File: src/rtl/aoi222_rr_arbiter.sv
`default_nettype none
// ============================================================================
// Module  : aoi222_rr_arbiter
// Brief   : Round-robin one-hot select generator for a shared AOI222 3:1 mux,
//           with a break-before-make gap and bounded hold under contention.
// Rev     : 1.0
// ============================================================================
module aoi222_rr_arbiter #(
  parameter int MAX_HOLD = 15,
  parameter int CNT_W    = 4
) (
  input  logic       clk_i,
  input  logic       rst_i,
  input  logic       req_a_i,
  input  logic       req_b_i,
  input  logic       req_c_i,
  input  logic       done_i,
  output logic       sel_a_o,
  output logic       sel_b_o,
  output logic       sel_c_o,
  output logic [1:0] gnt_id_o,
  output logic       busy_o,
  inout  wire        vdd_io,
  inout  wire        vss_io
);

  localparam logic [1:0] ST_IDLE  = 2'd0;
  localparam logic [1:0] ST_GRANT = 2'd1;
  localparam logic [1:0] ST_GAP   = 2'd2;

  localparam logic [1:0]       ID_NONE   = 2'd3;
  localparam logic [CNT_W-1:0] HOLD_SAT  = CNT_W'(MAX_HOLD);
  localparam logic [CNT_W-1:0] HOLD_LAST = CNT_W'(MAX_HOLD - 1);

  logic [1:0]       state_q, state_d;
  logic [1:0]       ptr_q, ptr_d;
  logic [CNT_W-1:0] cnt_q, cnt_d;
  logic [2:0]       sel_q, sel_d;
  logic [1:0]       gnt_q, gnt_d;
  logic [1:0]       own_d;

  logic [3:0] req_vec;
  logic [1:0] cand0, cand1, cand2;
  logic       win_vld;
  logic [1:0] win_id;
  logic       own_req;
  logic       other_req;
  logic       release_grant;

  // Power pins only connect the cell; they carry no logic function here.
  wire w_unused_pwr = vdd_io ^ vss_io;

  function automatic logic [1:0] next_id(input logic [1:0] id);
    return (id == 2'd2) ? 2'd0 : id + 2'd1;
  endfunction

  function automatic logic [2:0] onehot3(input logic [1:0] id);
    logic [2:0] oh;
    oh = 3'b000;
    case (id)
      2'd0:    oh = 3'b001;
      2'd1:    oh = 3'b010;
      2'd2:    oh = 3'b100;
      default: oh = 3'b000;
    endcase
    return oh;
  endfunction

  assign req_vec = {1'b0, req_c_i, req_b_i, req_a_i};

  // Scan from the pointer, wrapping A->B->C->A.
  always_comb begin
    cand0   = ptr_q;
    cand1   = next_id(cand0);
    cand2   = next_id(cand1);
    win_vld = 1'b1;
    win_id  = ID_NONE;
    if (req_vec[cand0])      win_id = cand0;
    else if (req_vec[cand1]) win_id = cand1;
    else if (req_vec[cand2]) win_id = cand2;
    else                     win_vld = 1'b0;
  end

  assign own_req       = req_vec[gnt_q];
  assign other_req     = |({req_c_i, req_b_i, req_a_i} & ~onehot3(gnt_q));
  assign release_grant = done_i || !own_req || ((cnt_q >= HOLD_LAST) && other_req);

  // State register
  always_ff @(posedge clk_i) begin
    if (rst_i) begin
      state_q <= ST_IDLE;
      ptr_q   <= 2'd0;
      cnt_q   <= '0;
      sel_q   <= 3'b000;
      gnt_q   <= ID_NONE;
    end else begin
      state_q <= state_d;
      ptr_q   <= ptr_d;
      cnt_q   <= cnt_d;
      sel_q   <= sel_d;
      gnt_q   <= gnt_d;
    end
  end

  // Next-state logic
  always_comb begin
    state_d = state_q;
    ptr_d   = ptr_q;
    cnt_d   = cnt_q;
    own_d   = gnt_q;
    case (state_q)
      ST_IDLE, ST_GAP: begin
        cnt_d = '0;
        if (win_vld) begin
          state_d = ST_GRANT;
          own_d   = win_id;
        end else begin
          state_d = ST_IDLE;
          own_d   = ID_NONE;
        end
      end
      ST_GRANT: begin
        if (release_grant) begin
          state_d = ST_GAP;
          ptr_d   = next_id(gnt_q);
          cnt_d   = '0;
          own_d   = ID_NONE;
        end else if (cnt_q != HOLD_SAT) begin
          cnt_d = cnt_q + 1'b1;
        end
      end
      default: begin
        state_d = ST_IDLE;
        cnt_d   = '0;
        own_d   = ID_NONE;
      end
    endcase
  end

  // Output logic: selects and grant id are derived from the upcoming state.
  always_comb begin
    sel_d = 3'b000;
    gnt_d = ID_NONE;
    if (state_d == ST_GRANT) begin
      sel_d = onehot3(own_d);
      gnt_d = own_d;
    end
  end

  assign sel_a_o  = sel_q[0];
  assign sel_b_o  = sel_q[1];
  assign sel_c_o  = sel_q[2];
  assign gnt_id_o = gnt_q;
  assign busy_o   = (state_q != ST_IDLE);

endmodule
`default_nettype wire

File: config.mk
export PLATFORM = sky130hd
export DESIGN_NAME = aoi222_rr_arbiter
export DESIGN_NICKNAME = d
export VERILOG_FILES = /design/src/rtl/aoi222_rr_arbiter.sv
export SDC_FILE = /design/constraint.sdc
export NUM_CORES = 1
export LEC_CHECK = 0
export BUFFER_PORTS_ARGS = -buffer_cell sky130_fd_sc_hd__buf_2
export CAP_MARGIN = 20
export CORE_ASPECT_RATIO = 0.75
export CORE_MARGIN = 4
export CORE_UTILIZATION = 30
export CTS_CLUSTER_SIZE = 28
export DETAILED_ROUTE_END_ITERATION = 6
export SETUP_SLACK_MARGIN = 0.15
export SLEW_MARGIN = 5
export SYNTH_ARGS = -nofsm -noshare
export SYNTH_HDL_FRONTEND = slang
export SYNTH_SLANG_ARGS = --single-unit
File: constraint.sdc
create_clock -name clk_i -period 2.88 [get_ports clk_i]
set_input_delay 0.432 -clock clk_i [delete_from_list [all_inputs] [get_ports clk_i]]
set_output_delay 0.432 -clock clk_i [all_outputs]
set_load 0.05 [all_outputs]
# == Word level (Yosys, flattened, before mapping) ==
# Cells that the tools add are included.
# W data, S select, Z words.
# classes
n_reduce_logical,13
order_cmp,5
muxes,25
n_bitwise,4
n_addsub,4
eq_ne,10
# op_table
op,n
$mux W2,9
$pmux W3 S3,2
$lt A2 B3 Y1 const B,4
$eq A2 B2 Y1 const B,5
$bmux W1 S2,4
$eq A2 B1 Y1 const B,4
$mux W1,8
$pmux W2 S2,2
$add A2 B1 Y2 const B,3
$logic_not A2 Y1,3
$reduce_or A3 Y1,2
$add A4 B1 Y4 const B,1
$ge A4 B4 Y1 const B,1
$ne A4 B4 Y1 const B,1
$reduce_or A2 Y1,2
$and A3 B3 Y3,1
$not A3 Y3,1
$logic_or A1 B1 Y1,2
$not A1 Y1,2
$reduce_and A2 Y1,1
$reduce_bool A2 Y1,1
$logic_and A1 B1 Y1,1
$logic_not A1 Y1,1
# word_totals
out_inout_bits,8
elab_cells,66
reg_bits,13
in_bits,6

# == Logic depth before layout (Yosys ltp) ==
# Gate-level depths: netlist of the first run.
# depth
ltp_word,14
mapped_depth,7
depth_no_buf,7

# == Least setup slack after synthesis of the first run ==
# No wires, ideal clock.
# synth_path
path_kind,reg2reg
from,reg gnt_q[0] (netlist: gnt_id_o[0])
to,reg sel_q[0]
path_stages_with_launch,7
slack_ps,979
period_less_slack_ps,1901
arrival_time_ps,1835
setup_time_ps,66
t_required_ps,2814
n_path_buf,1
path_cell_list,dfxtp_1 -> buf_6 -> mux2i_1 -> a21oi_2 -> a211o_1 -> o31ai_1 -> nor2b_1
# synth_via
elab_chain_cells,12
elab_cells_between_ends,24
classes_between,eq/ne: 5; mux: 8; bitwise: 3; reduce/logical: 8
# synth_rtl
item,line_no,source
from (decl),39,"logic [1:0] gnt_q, gnt_d;"
from (signal assigned),101,gnt_q <= gnt_d;
branches (longest 12 deep; another with $pmux W3 S3),n/a,
to (signal assigned),100,sel_q <= sel_d;
to (decl),38,"logic [2:0] sel_q, sel_d;"
# Several ways; the timed one is not identified. The select of a mux whose other input is x is not followed.
# A chain may end at the register's enable or synchronous reset.

# == Worst setup path in the final report of the first run ==
# layout_path
from,reg cnt_q[0]
to,reg sel_q[1]
# layout_via
elab_chain_cells,8
elab_cells_between_ends,14
classes_between,order compare: 1; eq/ne: 3; mux: 5; bitwise: 1; reduce/logical: 4
# layout_rtl
item,line_no,source
from (decl),37,"logic [CNT_W-1:0] cnt_q, cnt_d;"
from (signal assigned),99,cnt_q <= cnt_d;
$ge A4 B4 Y1 *,86,assign release_grant = done_i || !own_req || ((cnt_q >= HOLD_LAST) && other_req);
$logic_and A1 B1 Y1 *,86,
$logic_or A1 B1 Y1 *,86,
branches (longest 5 deep; another with $pmux W3 S3),n/a,
# Every way passes the cells marked *.

==> results.yml, run 1 <==
status:
  status: "completed"
final_layout:
  fill_cells: 213
  diodes: 0
  area_delta_synth_final_pct: 15.0
  nNetsFinal: 103
  layout.cells.non_filler: 116
  layout_common_cells: "dfxtp_1, buf_2, nor2_1"
  drive_gt1_share_pct: 21.7
  final_common_cell: "dfxtp_1"
clocking:
  htree_levels: 1
  cts-buffers-inserted: 3
  postCtsHoldBufs: 0
  postCtsSetupRepairBufs: 0
  cts_buffer_depth: 2
  cts.sinks: 13
  cts.clk_slew.worst_paths_ns: 0.08
  cts_tree: "yes"
  cts_root_buffer: "clkbuf_4"
  ctsResizeCount: 0
  clk_latency_ns: 0.28
power:
  p_sw_share_pct: 32.0
  pwr-share-comb_pct: 19.3
  power.density_nw_per_um2: 509
  ir_drop_uv: 246
  p_seq_share_pct: 50.7
  clock_power_share_pct: 30.0
  p_switching_w: 0.000125
  internal_power_w: 0.000265
  p_leak_nw: 0.295
yosys:
  netlist_area_sq_um: 666
  synthFlopType: "dfxtp_1"
  syn_nets: 88
  ys_seq_area_share_pct: 39.1
  synth-seq-cells: 13
  ys_async_sr_fraction_pct: 0
  syn_inst: 78
  yosysWarnings: 0
  ys_types: 32
  avgSynthCellArea_sq_um: 8.53
  synth-edff-count: 0
min_path:
  min-delay-path-class: "in2reg"
sta:
  timing.final.crit_period_ns: 1.85
  finalSetupViolCount: 0
  hold_viol_final: 0
  relSlewSlack_pct: 65.1
  timing.final.crit_share_pct: 64.1
  finClkSkew_ns: 0.00630
  worst_pin_slew_ns: 0.510
  rsz0062_at_grt: "no"
  fmax_mhz: 542
  drv_slew: 0
  untimed_endpoints: 2
  fin_setup_tns_ns: 0
job:
  drv_cap: 0
routing:
  ant_nets: 0
  post_drt_wl_per_cell_um: 12.1
  drc: 0
  drt-vias-per-instance: 5.07
  drt_wl_total_mm: 1.40
  via_count: 588
  first_iter_violations: 17
  drt_pre_antenna_iters: 4
die:
  die_area_sq_um: 3040
  die_x_um: 62.4
  die-height_um: 48.8
  io_pins: 14
  rows: 14
  initial_core_util_pct: 32.5
  coreArea_sq_um: 2050
worst_setup_path:
  worstPathRequired_ns: 3.08
  r2r_slack_ns: 1.03
  critPathArrivalTime_ns: 2.05
  cp-end-kind: "flop"
  cp_max_fo: 7
  path_class: "reg2reg"
  start_kind: "flop"
global_route:
  grt_max_degree: 10
  grt_overflow: 0
  track_usage_pct: 10.1
  grt_pass1_wl_mm: 2.42
  grt_antenna_before_repair: 0
  grt_pass1_vias: 534
placement:
  place.gp.congestion: 0.769
  port_buffers: 11
  place_inst: 112
  dp_hpwl_mm: 1.07
==> final timing paths <==
path,start,to,depth (start not counted)
worst min register to register,cand0[0],cand0[0],2
worst max register to register,cnt_q[0],sel_q[1],7
worst min-delay path,rst_i,state_q[0],2
worst max-delay path,cnt_q[0],sel_q[1],7
==> layout make-up <==
type	count	area, sq um	area share (%)
multi-input combinational	58	372	48.5
sequential	13	260	34.0
timing repair buffer	11	55.1	7.19
tap	24	30.0	3.92
clock buffer	4	26.3	3.43
inverter	6	22.5	2.94
==> stage by stage <==
step	hold WS (ns)	power, W	utilization [%]	cell area [sq um]	worst slack, ns
2_1_floorplan	0.461	0.000257	-	666	0.979
3_3_place_gp	0.489	0.000276	36.1	739	1.02
3_5_place_dp	0.496	0.000277	36.1	739	1.03
4_1_cts	0.396	0.000391	37.4	766	1.02
5_1_grt	0.407	0.000412	37.4	766	0.825
6_report	0.396	0.000390	37.4	766	1.03
==> cell families (layout without fill, tap and decap cells) <==
kind of cell | count (synthesis) | count (layout) | share of synthesized area (%)
AO/OA/AOI/OAI | 22 | 22 | 22.6
flip-flops | 13 | 13 | 39.1
multiplexers | 2 | 2 | 3.01
AND/OR/NAND/NOR | 31 | 31 | 25.2
adder cells (fa/ha/maj) | 2 | 2 | 3.76
XOR/XNOR | 1 | 1 | 1.32
buffers and inverters | 7 | 21 | 5.07
==> power groups by stage <==
stage / Clock, W / Combinational, W / Sequential [W]
after floorplan: 0 / 0.0000404 / 0.000217
after global placement: 0 / 0.0000743 / 0.000202
after detailed placement: 0 / 0.0000753 / 0.000201
after CTS: 0.000119 / 0.0000755 / 0.000197
after global routing: 0.000132 / 0.0000809 / 0.000199
final: 0.000117 / 0.0000753 / 0.000197
==> flip-flops by register name, summed over array words and instances (netlist names) <==
name and count:
cnt_q 4, sel_q 3, cand0 2, gnt_id_o 2, state_q 2
==> layer usage <==
| layer | routed length [um] | GRT usage (%) | vias up |
|---|---|---|---|
| li1 | - | - | 311 |
| met5 | 0 | 0 | - |
| met2 | 624 | 13.8 | 14 |
| met3 | 96 | 3.00 | 2 |
| met4 | 22 | 7.42 | 0 |
| met1 | 660 | 13.2 | 261 |
==> worst max-delay path, stage by stage, from the launching register on <==
cell and delay (ns):
dfxtp_1 0.41, inv_1 0.06, ha_1 0.19, o211ai_1 0.18, a21oi_2 0.07, a211oi_2 0.44, nand3_1 0.15, a211oi_1 0.26
==> synthesized netlist by cell type (2+ instances only) <==
| cell | instances | share of area, % |
|---|---|---|
| o21ai_0 | 3 | 2.3 |
| nor3_1 | 4 | 3.0 |
| nor2_1 | 10 | 5.6 |
| inv_1 | 6 | 3.4 |
| dfxtp_1 | 13 | 39 |
| nand2_1 | 3 | 1.7 |
| a211oi_1 | 3 | 3.4 |
| a21oi_1 | 5 | 3.8 |
| o31ai_1 | 2 | 2.3 |
| nor3b_1 | 2 | 2.3 |
| nand3_1 | 3 | 2.3 |
| nor2b_1 | 2 | 1.9 |
| ha_1 | 2 | 3.8 |
| mux2i_1 | 2 | 3.0 |
Power figures use the tool's default switching activity.
==> run 2, diff against run 1 <==
==> constraint.sdc (replaced) <==
create_clock -name clk_i -period 1.6 [get_ports clk_i]
set_input_delay 0.24 -clock clk_i [delete_from_list [all_inputs] [get_ports clk_i]]
set_output_delay 0.24 -clock clk_i [all_outputs]
set_load 0.05 [all_outputs]
==> results.yml, run 2 (synthesis gave the netlist of run 1 again) <==
worst_setup_path:
  critPathArrivalTime_ns: 1.89
  cp-end-kind: "flop"
  cp_max_fo: 7
  path_class: "reg2reg"
  start_kind: "flop"
  worstPathRequired_ns: 1.82
final_layout:
  diodes: 0
  layout.cells.non_filler: 126
  top_regs: "cnt_q x4, sel_q x3"
  nNetsFinal: 113
  layout_common_cells: "nor2_1, buf_2, buf_4"
  fin_area_sq_um: 925
  largest-register: "cnt_q"
  fill_cells: 200
  drive_gt1_share_pct: 43.1
  area_delta_synth_final_pct: 38.9
  largest_reg_flops: 4
status:
  status: "finished, violations left"
  violations: "negative setup slack"
routing:
  drt_wl_total_mm: 1.62
  first_iter_violations: 12
  drt-vias-per-instance: 5.06
  post_drt_wl_per_cell_um: 12.8
  ant_nets: 0
  drt_pre_antenna_iters: 4
  drc: 0
  via_count: 637
global_route:
  grt_antenna_before_repair: 0
  track_usage_pct: 11.5
  grt_pass1_wl_mm: 2.68
  grt_overflow: 0
  grt_max_degree: 9
  grt_pass1_vias: 580
placement:
  place_inst: 121
  port_buffers: 11
  dpl_cell_area_sq_um: 828
  dp_hpwl_mm: 1.17
  place.gp.congestion: 0.821
power:
  ir_drop_uv: 428
  power.density_nw_per_um2: 805
  p_leak_nw: 0.355
die:
  rows: 14
  io_pins: 14
  initial_core_util_pct: 32.5
  die_x_um: 62.4
  die_area_sq_um: 3040
  die-height_um: 48.8
  coreArea_sq_um: 2050
clocking:
  cts-buffers-inserted: 3
  htree_levels: 1
  cts_tree: "yes"
  cts.sinks: 13
  cts_root_buffer: "clkbuf_4"
  cts.clk_slew.worst_paths_ns: 0.08
  clk_latency_ns: 0.28
  cts_buffer_depth: 2
sta:
  drv_slew: 0
  timing.final.crit_share_pct: 105
  relSlewSlack_pct: 75.2
  setup_ws_ns: -0.0767
  timing.final.crit_period_ns: 1.68
  finClkSkew_ns: 0.00647
  untimed_endpoints: 2
  hold_viol_final: 0
  rsz0062_at_grt: "yes"
  worst_pin_slew_ns: 0.368
  fmax_mhz: 596
  finalSetupViolCount: 3
min_path:
  min-delay-path-class: "in2reg"
job:
  drv_cap: 0
## run 2: path summary, 6_finish.rpt
path / slack, ns / from / endpoint / cells past startpoint
worst min-delay path: 0.26 / rst_i / state_q[0] / 3
worst max register to register: -0.08 / cnt_q[0] / cand0[0] / 7
worst min register to register: 0.53 / cand0[0] / cand0[0] / 2
worst max-delay path: -0.08 / cnt_q[0] / cand0[0] / 7
## run 2: layer usage
metal	track usage, %	share of wire, %	routed length (um)
met1	14.2	48	774
met3	4.38	4.9	79
met2	18.1	46	740
met4	4.24	1.5	25
met5	0	0	0
## run 2: cell type report
type,instances,area (sq um),area share [%]
inverter,6,22.5,2.44
sequential,13,269,29.1
multi-input combinational,58,437,47.2
tap,24,30.0,3.25
timing repair buffer,21,140,15.2
clock buffer,4,26.3,2.84
## run 2: stage by stage
step	setup TNS (ns)	util [%]	setup slack [ns]	power (W)	hold slack, ns
2_1_floorplan	-0.0330	-	-0.0330	0.000469	0.309
3_3_place_gp	-0.250	40.4	-0.0718	0.000518	0.500
3_5_place_dp	-0.242	40.4	-0.0713	0.000519	0.513
4_1_cts	-0.136	44.0	-0.0512	0.000745	0.249
5_1_grt	-1.31	45.1	-0.165	0.000787	0.278
6_report	-0.0949	45.1	-0.0767	0.000744	0.265
## run 2: report_power, final
part           switching (W)  internal, W  total (W)  leakage [nW]
Clock               0.000110    0.0000968   0.000207        0.0150
Sequential         0.0000150     0.000340   0.000355         0.107
Combinational       0.000115    0.0000674   0.000183         0.233
## run 2: critical path, cell delays in order, from the launching register on
cell and delay, ns:
dfxtp_2 0.33, inv_2 0.04, ha_2 0.15, o211ai_1 0.09, a21oi_2 0.23, a211oi_4 0.14, or4_1 0.50, a21oi_1 0.14
## run 2: timing repair
item,CTS,global route
pin swaps,3,9
endpoints found under the setup margin,13,13
resized for setup,13,4
buffers inserted,1,0
hold buffers,0,0
